<file path="src/rtl/lsu_pkg.sv">
// lsu_pkg: shared funct3 codes, FSM state encoding and access-size helper
// for the load/store unit.
package lsu_pkg;

    localparam logic [2:0] F3_B  = 3'b000;
    localparam logic [2:0] F3_H  = 3'b001;
    localparam logic [2:0] F3_W  = 3'b010;
    localparam logic [2:0] F3_BU = 3'b100;
    localparam logic [2:0] F3_HU = 3'b101;

    typedef enum logic [1:0] {
        ST_IDLE = 2'd0,
        ST_REQ  = 2'd1,
        ST_WAIT = 2'd2,
        ST_DONE = 2'd3
    } lsu_state_e;

    typedef enum logic [1:0] {
        SZ_B = 2'd0,
        SZ_H = 2'd1,
        SZ_W = 2'd2
    } lsu_size_e;

    // Access size implied by funct3; reserved encodings behave as a word.
    function automatic lsu_size_e f3_size(input logic [2:0] f3);
        case (f3)
            F3_B, F3_BU: return SZ_B;
            F3_H, F3_HU: return SZ_H;
            default:     return SZ_W;
        endcase
    endfunction

endpackage

</file>
<file path="src/rtl/lsu_load_align.sv">
// lsu_load_align: picks the addressed byte/halfword out of a read word and
// sign- or zero-extends it according to funct3.
module lsu_load_align
    import lsu_pkg::*;
(
    input  logic [31:0] rdata,
    input  logic [1:0]  addr_lo,
    input  logic [2:0]  funct3,
    output logic [31:0] data
);

    logic [7:0]  byte_sel;
    logic [15:0] half_sel;

    // Lane select followed by extension; anything not B/H/BU/HU is a word.
    always_comb begin
        case (addr_lo)
            2'd0:    byte_sel = rdata[7:0];
            2'd1:    byte_sel = rdata[15:8];
            2'd2:    byte_sel = rdata[23:16];
            default: byte_sel = rdata[31:24];
        endcase
        half_sel = addr_lo[1] ? rdata[31:16] : rdata[15:0];
        case (funct3)
            F3_B:    data = {{24{byte_sel[7]}}, byte_sel};
            F3_BU:   data = {24'd0, byte_sel};
            F3_H:    data = {{16{half_sel[15]}}, half_sel};
            F3_HU:   data = {16'd0, half_sel};
            default: data = rdata;
        endcase
    end

endmodule

</file>
<file path="src/rtl/load_store_unit.sv">
// load_store_unit: performs the data-memory access for RV32I loads/stores
// and stalls the pipeline while it is outstanding.
// Optional macro: LSU_MISALIGN_TRAP_EN (trap misaligned H/W accesses with
// lsu_err instead of forcing natural alignment).
//
// Request channel: a request is transferred on a rising edge where both
// mem_req_valid and mem_req_ready are high; once valid rises it stays high
// with all mem_* fields stable until that edge. The response channel has no
// back-pressure: mem_rsp_valid is sampled only while waiting for a response.
module load_store_unit
    import lsu_pkg::*;
#(
    parameter int RSP_TIMEOUT = 255,
    parameter int CNT_W       = 8
) (
    input  logic        clk,
    input  logic        rst_n,
    input  logic        is_load,
    input  logic        is_s_instr,
    input  logic [2:0]  funct3,
    input  logic [31:0] addr,
    input  logic [31:0] store_data,
    input  logic [4:0]  rd_in,
    output logic        lsu_busy,
    output logic        mem_req_valid,
    input  logic        mem_req_ready,
    output logic        mem_we,
    output logic [31:0] mem_addr,
    output logic [31:0] mem_wdata,
    output logic [3:0]  mem_wstrb,
    input  logic        mem_rsp_valid,
    input  logic [31:0] mem_rdata,
    output logic        wb_valid,
    output logic [4:0]  wb_rd,
    output logic [31:0] wb_data,
    output logic        lsu_err
);

    localparam logic [CNT_W:0] TMO = (CNT_W+1)'(RSP_TIMEOUT);

    lsu_state_e      state, state_nxt;
    logic [CNT_W-1:0] cnt;
    logic [CNT_W:0]   cnt_inc;
    logic             timeout_hit;

    logic             cap_load;
    logic             req_we;
    logic [31:0]      req_addr;
    logic [31:0]      req_wdata;
    logic [3:0]       req_wstrb;
    logic [2:0]       cap_f3;
    logic [1:0]       cap_lo;
    logic [4:0]       cap_rd;

    logic             start;
    logic             trap;
    lsu_size_e        sz;
    logic [1:0]       lo_aligned;
    logic [31:0]      wdata_lane;
    logic [3:0]       wstrb_lane;
    logic [31:0]      load_ext;

    // Gated by rst_n so that every output reads 0 while reset is held.
    assign start = rst_n && (is_load || is_s_instr);

`ifdef LSU_MISALIGN_TRAP_EN
    assign trap = start &&
                  (((sz == SZ_H) && addr[0]) || ((sz == SZ_W) && (addr[1:0] != 2'b00)));
`else
    assign trap = 1'b0;
`endif

    assign cnt_inc     = {1'b0, cnt} + 1'b1;
    assign timeout_hit = (RSP_TIMEOUT != 0) && (cnt_inc == TMO);

    assign mem_we    = req_we;
    assign mem_addr  = req_addr;
    assign mem_wdata = req_wdata;
    assign mem_wstrb = req_wstrb;

    // Natural alignment of the low address bits plus store lane replication.
    always_comb begin
        sz         = f3_size(funct3);
        lo_aligned = 2'b00;
        wdata_lane = store_data;
        wstrb_lane = 4'b1111;
        case (sz)
            SZ_B: begin
                lo_aligned = addr[1:0];
                wdata_lane = {4{store_data[7:0]}};
                wstrb_lane = 4'b0001 << addr[1:0];
            end
            SZ_H: begin
                lo_aligned = {addr[1], 1'b0};
                wdata_lane = {2{store_data[15:0]}};
                wstrb_lane = 4'b0011 << {addr[1], 1'b0};
            end
            default: begin
                lo_aligned = 2'b00;
            end
        endcase
    end

    lsu_load_align u_load_align (
        .rdata   (mem_rdata),
        .addr_lo (cap_lo),
        .funct3  (cap_f3),
        .data    (load_ext)
    );

    // State register.
    always_ff @(posedge clk or negedge rst_n) begin
        if (!rst_n) state <= ST_IDLE;
        else        state <= state_nxt;
    end

    // Next-state and handshake/stall outputs.
    always_comb begin
        state_nxt     = state;
        mem_req_valid = 1'b0;
        lsu_busy      = 1'b0;
        wb_valid      = 1'b0;
        case (state)
            ST_IDLE: begin
                lsu_busy = start;
                if (start && !trap) state_nxt = ST_REQ;
            end
            ST_REQ: begin
                mem_req_valid = 1'b1;
                lsu_busy      = 1'b1;
                if (mem_req_ready) state_nxt = ST_WAIT;
            end
            ST_WAIT: begin
                lsu_busy = 1'b1;
                if (mem_rsp_valid)    state_nxt = ST_DONE;
                else if (timeout_hit) state_nxt = ST_IDLE;
            end
            ST_DONE: begin
                wb_valid  = cap_load;
                state_nxt = ST_IDLE;
            end
            default: state_nxt = ST_IDLE;
        endcase
    end

    // Request capture, response counter, writeback registers and error pulse.
    always_ff @(posedge clk or negedge rst_n) begin
        if (!rst_n) begin
            cnt       <= '0;
            cap_load  <= 1'b0;
            req_we    <= 1'b0;
            req_addr  <= 32'd0;
            req_wdata <= 32'd0;
            req_wstrb <= 4'd0;
            cap_f3    <= 3'd0;
            cap_lo    <= 2'd0;
            cap_rd    <= 5'd0;
            wb_data   <= 32'd0;
            wb_rd     <= 5'd0;
            lsu_err   <= 1'b0;
        end else begin
            lsu_err <= 1'b0;
            case (state)
                ST_IDLE: begin
                    if (start) begin
                        if (trap) begin
                            lsu_err <= 1'b1;
                        end else begin
                            cap_load  <= is_load;
                            req_we    <= !is_load;
                            req_addr  <= {addr[31:2], 2'b00};
                            req_wdata <= wdata_lane;
                            req_wstrb <= is_load ? 4'b0000 : wstrb_lane;
                            cap_f3    <= funct3;
                            cap_lo    <= lo_aligned;
                            cap_rd    <= rd_in;
                        end
                    end
                end
                ST_REQ: begin
                    if (mem_req_ready) cnt <= '0;
                end
                ST_WAIT: begin
                    cnt <= cnt_inc[CNT_W-1:0];
                    if (mem_rsp_valid) begin
                        if (cap_load) begin
                            wb_data <= load_ext;
                            wb_rd   <= cap_rd;
                        end
                    end else if (timeout_hit) begin
                        lsu_err <= 1'b1;
                    end
                end
                default: ;
            endcase
        end
    end

endmodule

</file>
<file path="config.mk">
export PLATFORM = sky130hd
export DESIGN_NAME = load_store_unit
export DESIGN_NICKNAME = d
export VERILOG_FILES = /design/src/rtl/lsu_pkg.sv /design/src/rtl/lsu_load_align.sv /design/src/rtl/load_store_unit.sv
export SDC_FILE = /design/constraint.sdc
export NUM_CORES = 1
export LEC_CHECK = 0
export ABC_AREA = 1
export CORE_UTILIZATION = 49
export CTS_CLUSTER_DIAMETER = 50
export CTS_CLUSTER_SIZE = 8
export DETAILED_ROUTE_END_ITERATION = 6
export HOLD_SLACK_MARGIN = 0.02
export PLACE_DENSITY_LB_ADDON = 0.1
export SLEW_MARGIN = 20
export SYNTH_ARGS = -nofsm -noshare
export SYNTH_HDL_FRONTEND = slang
export SYNTH_HIERARCHICAL = 1
export SYNTH_SLANG_ARGS = --single-unit
</file>
<file path="constraint.sdc">
create_clock -name clk -period 5.08 [get_ports clk]
set_input_delay 1.27 -clock clk [delete_from_list [all_inputs] [get_ports clk]]
set_output_delay 1.27 -clock clk [all_outputs]
set_load 0.01 [all_outputs]
</file>
==> flow_summary.toml, run 1 <==
[status]
outcome = "finished clean"

[global_route]
grt_use_total_pct = 28.92
grt_pass1_wl_um = 29020
first_global_vias = 5919
overflow = 0
antenna_found_initial = 0
grt_max_degree = 107

[logic_synthesis]
yosys_register_bits = 126
synth-compound-area-share_pct = 9.660
synthMuxAreaShare_pct = 5.857
yosysTopAreaCell = "dfrtp_1"
syn_avg_cell_area_um2 = 8.269
synth_fa_ha_area_share_pct = 1.627
synth_top_family_by_area = "simple AND/OR/NAND/NOR gates"
yosysTopAreaCellShare_pct = 51.25
synthesis.area_mm2 = 0.006152
synthArstFlopShare_pct = 100.0
yosysWarnings = 6
ys.flop_type = "dfrtp_1"
synth-edff-count = 0
yosysSeqAreaShare_pct = 51.25
synth_cell_types = 28
synth.area.top_cells = "dfrtp_1 51%, nand2_1 16%, o21ai_0 5.9%"
synthTopCellsByCount = "257 x nand2_1, 126 x dfrtp_1, 73 x o21ai_0"
synth_xor_area_share_pct = 0
postSynthCellCount = 744
yosys.area_share.simple_pct = 25.28
yosysMostFrequentCell = "nand2_1"

[route]
drc_errors = 0
dr.pass1.iters = 5
ant_nets = 0
via_per_inst = 5.217
post_drt_wl_per_cell_um = 16.11
totalWireLength_um = 18160
route.vias.total = 5880
dr.first_iter.drc_count = 468

[floorplanning]
dieWidth_um = 114.1
die_h_um = 114.1
core_area_mm2 = 0.01211
boundaryPins = 220
rows = 40
start_util_pct = 50.80
die_area_mm2 = 0.01301

[timing]
slew_violations = 0
final.setup.tns_ns = 0
finalSetupViolCount = 0
rsz0062_at_grt = "no"
hold_viol = 0
clock_skew_ns = 0.006979
min_period_over_period_pct = 78.24
period_needed_ns = 3.975
max_freq_mhz = 251.6
tightest_slew_ns = 0.9994
slew_headroom_pct = 33.30

[worst_setup_path]
endpoint_kind = "primary output"
critPathKind = "input pin to primary output"
worstPathMaxFanout = 2
critPathArrivalTime_ns = 2.70
cp-start-kind = "input pin"
required_ns = 3.81

[power_and_ir_drop]
vdd_drop_max_mv = 0.3750
powerDensity_mw_per_mm2 = 584.1
power.leakage_nw = 4.233

[job]
maxCapViolCount = 0

[cells_and_area]
antenna-diode-count = 0
fin_nets = 1065
syn_to_final_growth_pct = 45.31
final_core_util_pct = 73.81
nFillCells = 959
drive_gt1_share_pct = 8.863
fin_area_mm2 = 0.008940

[place]
dpl_cell_area_mm2 = 0.008371
io_buffers = 217
gp_congestion = 0.8797
hpwl_um = 12730

[clocking]
cts_buffers = 17
cts_setup_buffers = 0
path_clk_slew_ns = 0.05
cts_tree = "yes"
clk_latency_ns = 0.41
cts.path.max_buffers = 2
h-tree-depth = 4
cts.sinks = 126
root_buffer = "clkbuf_16"
post_cts_resized = 0
ctsHoldBuffers = 0

[min_path]
hp-class = "flip-flop to flip-flop"
==> critical path, stage by stage <==
cell and delay (ns):
clkdlybuf4s50_1 0.48, o21ai_1 0.09, inv_1 0.10, nand2_4 0.05, a21oi_1 0.14, clkdlybuf4s50_1 0.57
==> cells by family after synthesis <==
kind of cell / count (synthesis)
DFF: 126
other: 1
muxes: 32
adders and majority gates: 8
AOI/OAI and AO/OA: 115
buffers and inverters: 86
and+or+nand+nor: 376
==> flip-flops by register name (all words and copies together) (netlist names) <==
register,cells
wb_data,32
lsu_err,1
mem_wstrb,4
mem_addr,30
mem_we,1
cap_lo,2
mem_wdata,32
cnt,8
cap_f3,3
cap_rd,5
wb_rd,5
state,2
cap_load,1
==> power by group <==
group | total (mW) | switching (mW) | internal, mW
clock network | 1.16 | 0.431 | 0.726
logic | 2.28 | 1.11 | 1.18
registers | 1.78 | 0.332 | 1.45
==> area by class of cell <==
cell class              count  area [um2]  area share [%]
clock inverters            12       121.4           1.358
repair buffers            221        2203           24.65
flip-flops and latches    126        3154           35.28
inverters                  48       180.2           2.015
well taps                 168       210.2           2.351
clock buffers              19       442.9           4.955
multi-input cells         533        2628           29.39
==> cells in the final DEF (no fill, tap or decap), types with 7 or more instances in the layout <==
cell type / netlist / routed
clkbuf_16: 0 / 17
clkdlybuf4s50_1: 0 / 216
nand2_1: 257 / 257
a21oi_1: 25 / 25
ha_1: 8 / 8
dfrtp_1: 126 / 125
nand3_1: 57 / 56
nor2_1: 45 / 45
inv_1: 45 / 45
o21ai_1: 7 / 7
mux2_2: 32 / 32
o21ai_0: 73 / 73
==> final timing paths <==
path	start	end	slack (ns)	cells past startpoint
setup / recovery	is_load	lsu_busy	1.11	6
hold / removal	mem_wdata[29]$_DFFE_PN0P_	mem_wdata[29]$_DFFE_PN0P_	0.48	2
setup reg to reg	state[0]$_DFFE_PN0P_	mem_wstrb[3]$_DFFE_PN0P_	2.23	9
hold reg to reg	mem_wdata[29]$_DFFE_PN0P_	mem_wdata[29]$_DFFE_PN0P_	0.48	2
max in group asynchronous	rst_n	cap_f3[1]$_DFFE_PN0P_	2.93	3
min in group asynchronous	rst_n	cnt[5]$_DFFE_PN0P_	0.95	2
==> layer usage <==
metal  wire [um]  GRT usage (%)
met1        7020          34.20
met3        1823          10.16
met2        8783          48.00
met4         529          12.03
met5           0              0
==> metrics by stage <==
| stage | setup WS [ns] | hold slack (ns) | instances | power (mW) |
|---|---|---|---|---|
| global route | 1.008 | 0.5012 | 1127 | 5.568 |
| detailed placement | 1.071 | 0.4666 | 1096 | 4.065 |
| floorplan | 1.763 | 0.4750 | 745 | 2.875 |
| global placement | 1.183 | 0.4621 | 1096 | 3.992 |
| finish | 1.105 | 0.4788 | 1127 | 5.221 |
| CTS | 1.097 | 0.4804 | 1127 | 5.253 |
No activity file was read; power rests on OpenSTA's default activity.
==> run 2, diff against run 1 <==
--- a/config.mk
+++ b/config.mk
@@ -6,7 +6,7 @@
 export NUM_CORES = 1
 export LEC_CHECK = 0
 export ABC_AREA = 1
-export CORE_UTILIZATION = 49
+export CORE_UTILIZATION = 41
 export CTS_CLUSTER_DIAMETER = 50
 export CTS_CLUSTER_SIZE = 8
 export DETAILED_ROUTE_END_ITERATION = 6
==> constraint.sdc (replaced) <==
create_clock -name clk -period 3.3 [get_ports clk]
set_input_delay 0.825 -clock clk [delete_from_list [all_inputs] [get_ports clk]]
set_output_delay 0.825 -clock clk [all_outputs]
set_load 0.01 [all_outputs]
==> run 2 against run 1 <==
  * Largest cell class unchanged
  * Final area increased by 1.0%
  * Critical endpoint unchanged
  * Worst setup slack got worse by 0.86 ns
  * Core utilization down 12 points
  * Clock skew about the same
  * Die area increased by 19%
  * Sequential cell count did not move
==> flow_summary.toml, run 2 (same netlist as run 1, synthesis figures left out) <==
[global_route]
overflow = 0
grt_max_degree = 106
antenna_found_initial = 0
grt_pass1_wl_um = 29410
grt_use_total_pct = 23.91
first_global_vias = 5969

[timing]
finalWorstSetupSlack_ns = 0.2417
slew_headroom_pct = 35.83
period_needed_ns = 3.058
final.setup.tns_ns = 0
finalSetupViolCount = 0
hold_viol = 0
clock_skew_ns = 0.007002
slew_violations = 0
rsz0062_at_grt = "no"
min_period_over_period_pct = 92.68
tightest_slew_ns = 0.9626
max_freq_mhz = 327.0

[cells_and_area]
fin_area_mm2 = 0.009034
nFillCells = 1264
syn_to_final_growth_pct = 46.84
drive_gt1_share_pct = 9.034
final_common_cell = "nand2_1"
multi_input_area_mm2 = 0.002628
fin_nets = 1068
antenna-diode-count = 0
regArea_mm2 = 0.003153
most-common-layout-cells = "257 x nand2_1, 216 x clkdlybuf4s50_1, 126 x dfrtp_1"

[worst_setup_path]
worstPathCellList = "clkdlybuf4s50_1 > o21ai_1 > inv_1 > nand2_4 > a21oi_1 > clkdlybuf4s50_1"
max_stage_delay_ns = 0.56
critPathKind = "input pin to primary output"
cp_common_cell = "clkdlybuf4s50_1"
slowest_stage = "clkdlybuf4s50_1"
critPathArrivalTime_ns = 2.23
worstPathMaxFanout = 3
cp-start-kind = "input pin"
required_ns = 2.47
endpoint_kind = "primary output"

[floorplanning]
dieWidth_um = 124.5
core_area_mm2 = 0.01459
die_area_mm2 = 0.01550
start_util_pct = 42.17
rows = 44
die_h_um = 124.5
boundaryPins = 220

[power_and_ir_drop]
p_sw_mw = 2.869
p_int_mw = 5.273
vdd_drop_max_mv = 0.4673
p_comb_share_pct = 43.8
powerDensity_mw_per_mm2 = 901.3
p_total_mw = 8.142
seqPwrFrac_pct = 32.9
clkPwrFrac_pct = 23.4
p_sw_share_pct = 35.24
power.leakage_nw = 4.267

[route]
ant_nets = 0
drc_errors = 0
dr.first_iter.drc_count = 395
route.vias.total = 5869
totalWireLength_um = 18000
via_per_inst = 5.117
dr.pass1.iters = 5
post_drt_wl_per_cell_um = 15.69

[clocking]
root_buffer = "clkbuf_16"
cts.path.max_buffers = 2
cts_tree = "yes"
cts_buffers = 17
ctsHoldBuffers = 0
clk_latency_ns = 0.41
post_cts_resized = 0
h-tree-depth = 4
cts.sinks = 126
path_clk_slew_ns = 0.06
cts_setup_buffers = 0

[min_path]
hp-class = "flip-flop to flip-flop"

[place]
place_ws_ns = 0.2434
gp_congestion = 0.8583
io_buffers = 217
dpl_cell_area_mm2 = 0.008429
hpwl_um = 12740

[status]
outcome = "finished clean"

[job]
maxCapViolCount = 0
[run 2: cell count changes in the layout (fill, tap and decap cells not counted)]
cell        delta
buf_12         +1
buf_4          +1
buf_6          +1
bufinv_16      +1
clkbuf_1       +1
clkbuf_8       +1
clkinv_2       -2
clkinv_4       -1
clkinvlp_4     +1
dfrtp_1        +1
dfrtp_2        -1
[run 2: area by class of cell]
type                       count  area share (%)
sequential                   126           34.90
multi-input combinational    533           29.09
timing repair buffer         224           24.82
clock buffer                  21           5.097
tap                          184           2.548
inverter                      48           1.994
clock inverter                11           1.551
[run 2: stage by stage]
step	hold WS [ns]	instances	utilization, %
after global placement	0.4631	1115	57.78
after floorplan	0.4750	745	-
after CTS	0.4814	1147	61.90
final	0.4760	1147	61.92
after global routing	0.4984	1147	61.92
after detailed placement	0.4653	1115	57.78
[run 2: worst paths after layout]
| check | from | to | slack, ns | cells after the start |
|---|---|---|---|---|
| worst max-delay path | is_load | lsu_busy | 0.24 | 6 |
| worst min-delay path | mem_addr[13]$_DFFE_PN0P_ | mem_addr[13]$_DFFE_PN0P_ | 0.48 | 2 |
| max in group asynchronous | rst_n | mem_wdata[16]$_DFFE_PN0P_ | 1.64 | 3 |
| min in group asynchronous | rst_n | cnt[6]$_DFFE_PN0P_ | 0.50 | 2 |
| worst min register to register | mem_addr[13]$_DFFE_PN0P_ | mem_addr[13]$_DFFE_PN0P_ | 0.48 | 2 |
| worst max register to register | cap_lo[1]$_DFFE_PN0P_ | wb_data[11]$_DFFE_PN0P_ | 1.04 | 5 |
[run 2: power by group through the flow]
stage | registers (mW) | clock network [mW] | logic, mW
after floorplan | 2.88 | 0 | 1.54
after global placement | 2.66 | 0 | 3.52
after detailed placement | 2.69 | 0 | 3.59
after CTS | 2.68 | 1.94 | 3.60
after global routing | 2.77 | 2.01 | 3.93
final | 2.68 | 1.90 | 3.56
[run 2: worst max-delay path: cells and delay by family]
kind                   cells  cell delay [ns]
and+or+nand+nor            1             0.06
buffers and inverters      3             1.14
AOI/OAI and AO/OA          2             0.22
[run 2: per-layer routing]
| metal | wire length (um) | part of all wire [%] | global-route usage [%] | vias to the layer above |
|---|---|---|---|---|
| li1 | - | - | - | 2806 |
| met1 | 7146 | 40 | 28.25 | 2788 |
| met2 | 8874 | 49 | 40.23 | 246 |
| met3 | 1703 | 9.5 | 9.064 | 29 |
| met4 | 273 | 1.5 | 7.087 | 0 |
| met5 | 0 | 0 | 0 | - |
==> run 3, diff against run 2 <==
--- a/config.mk
+++ b/config.mk
@@ -6,11 +6,11 @@
 export NUM_CORES = 1
 export LEC_CHECK = 0
 export ABC_AREA = 1
+export CAP_MARGIN = 10
 export CORE_UTILIZATION = 41
 export CTS_CLUSTER_DIAMETER = 50
 export CTS_CLUSTER_SIZE = 8
 export DETAILED_ROUTE_END_ITERATION = 6
-export HOLD_SLACK_MARGIN = 0.02
 export PLACE_DENSITY_LB_ADDON = 0.1
 export SLEW_MARGIN = 20
 export SYNTH_ARGS = -nofsm -noshare
==> results of run 3 <==
Same layout as run 2: the final DEF is identical, and so are final timing and power.
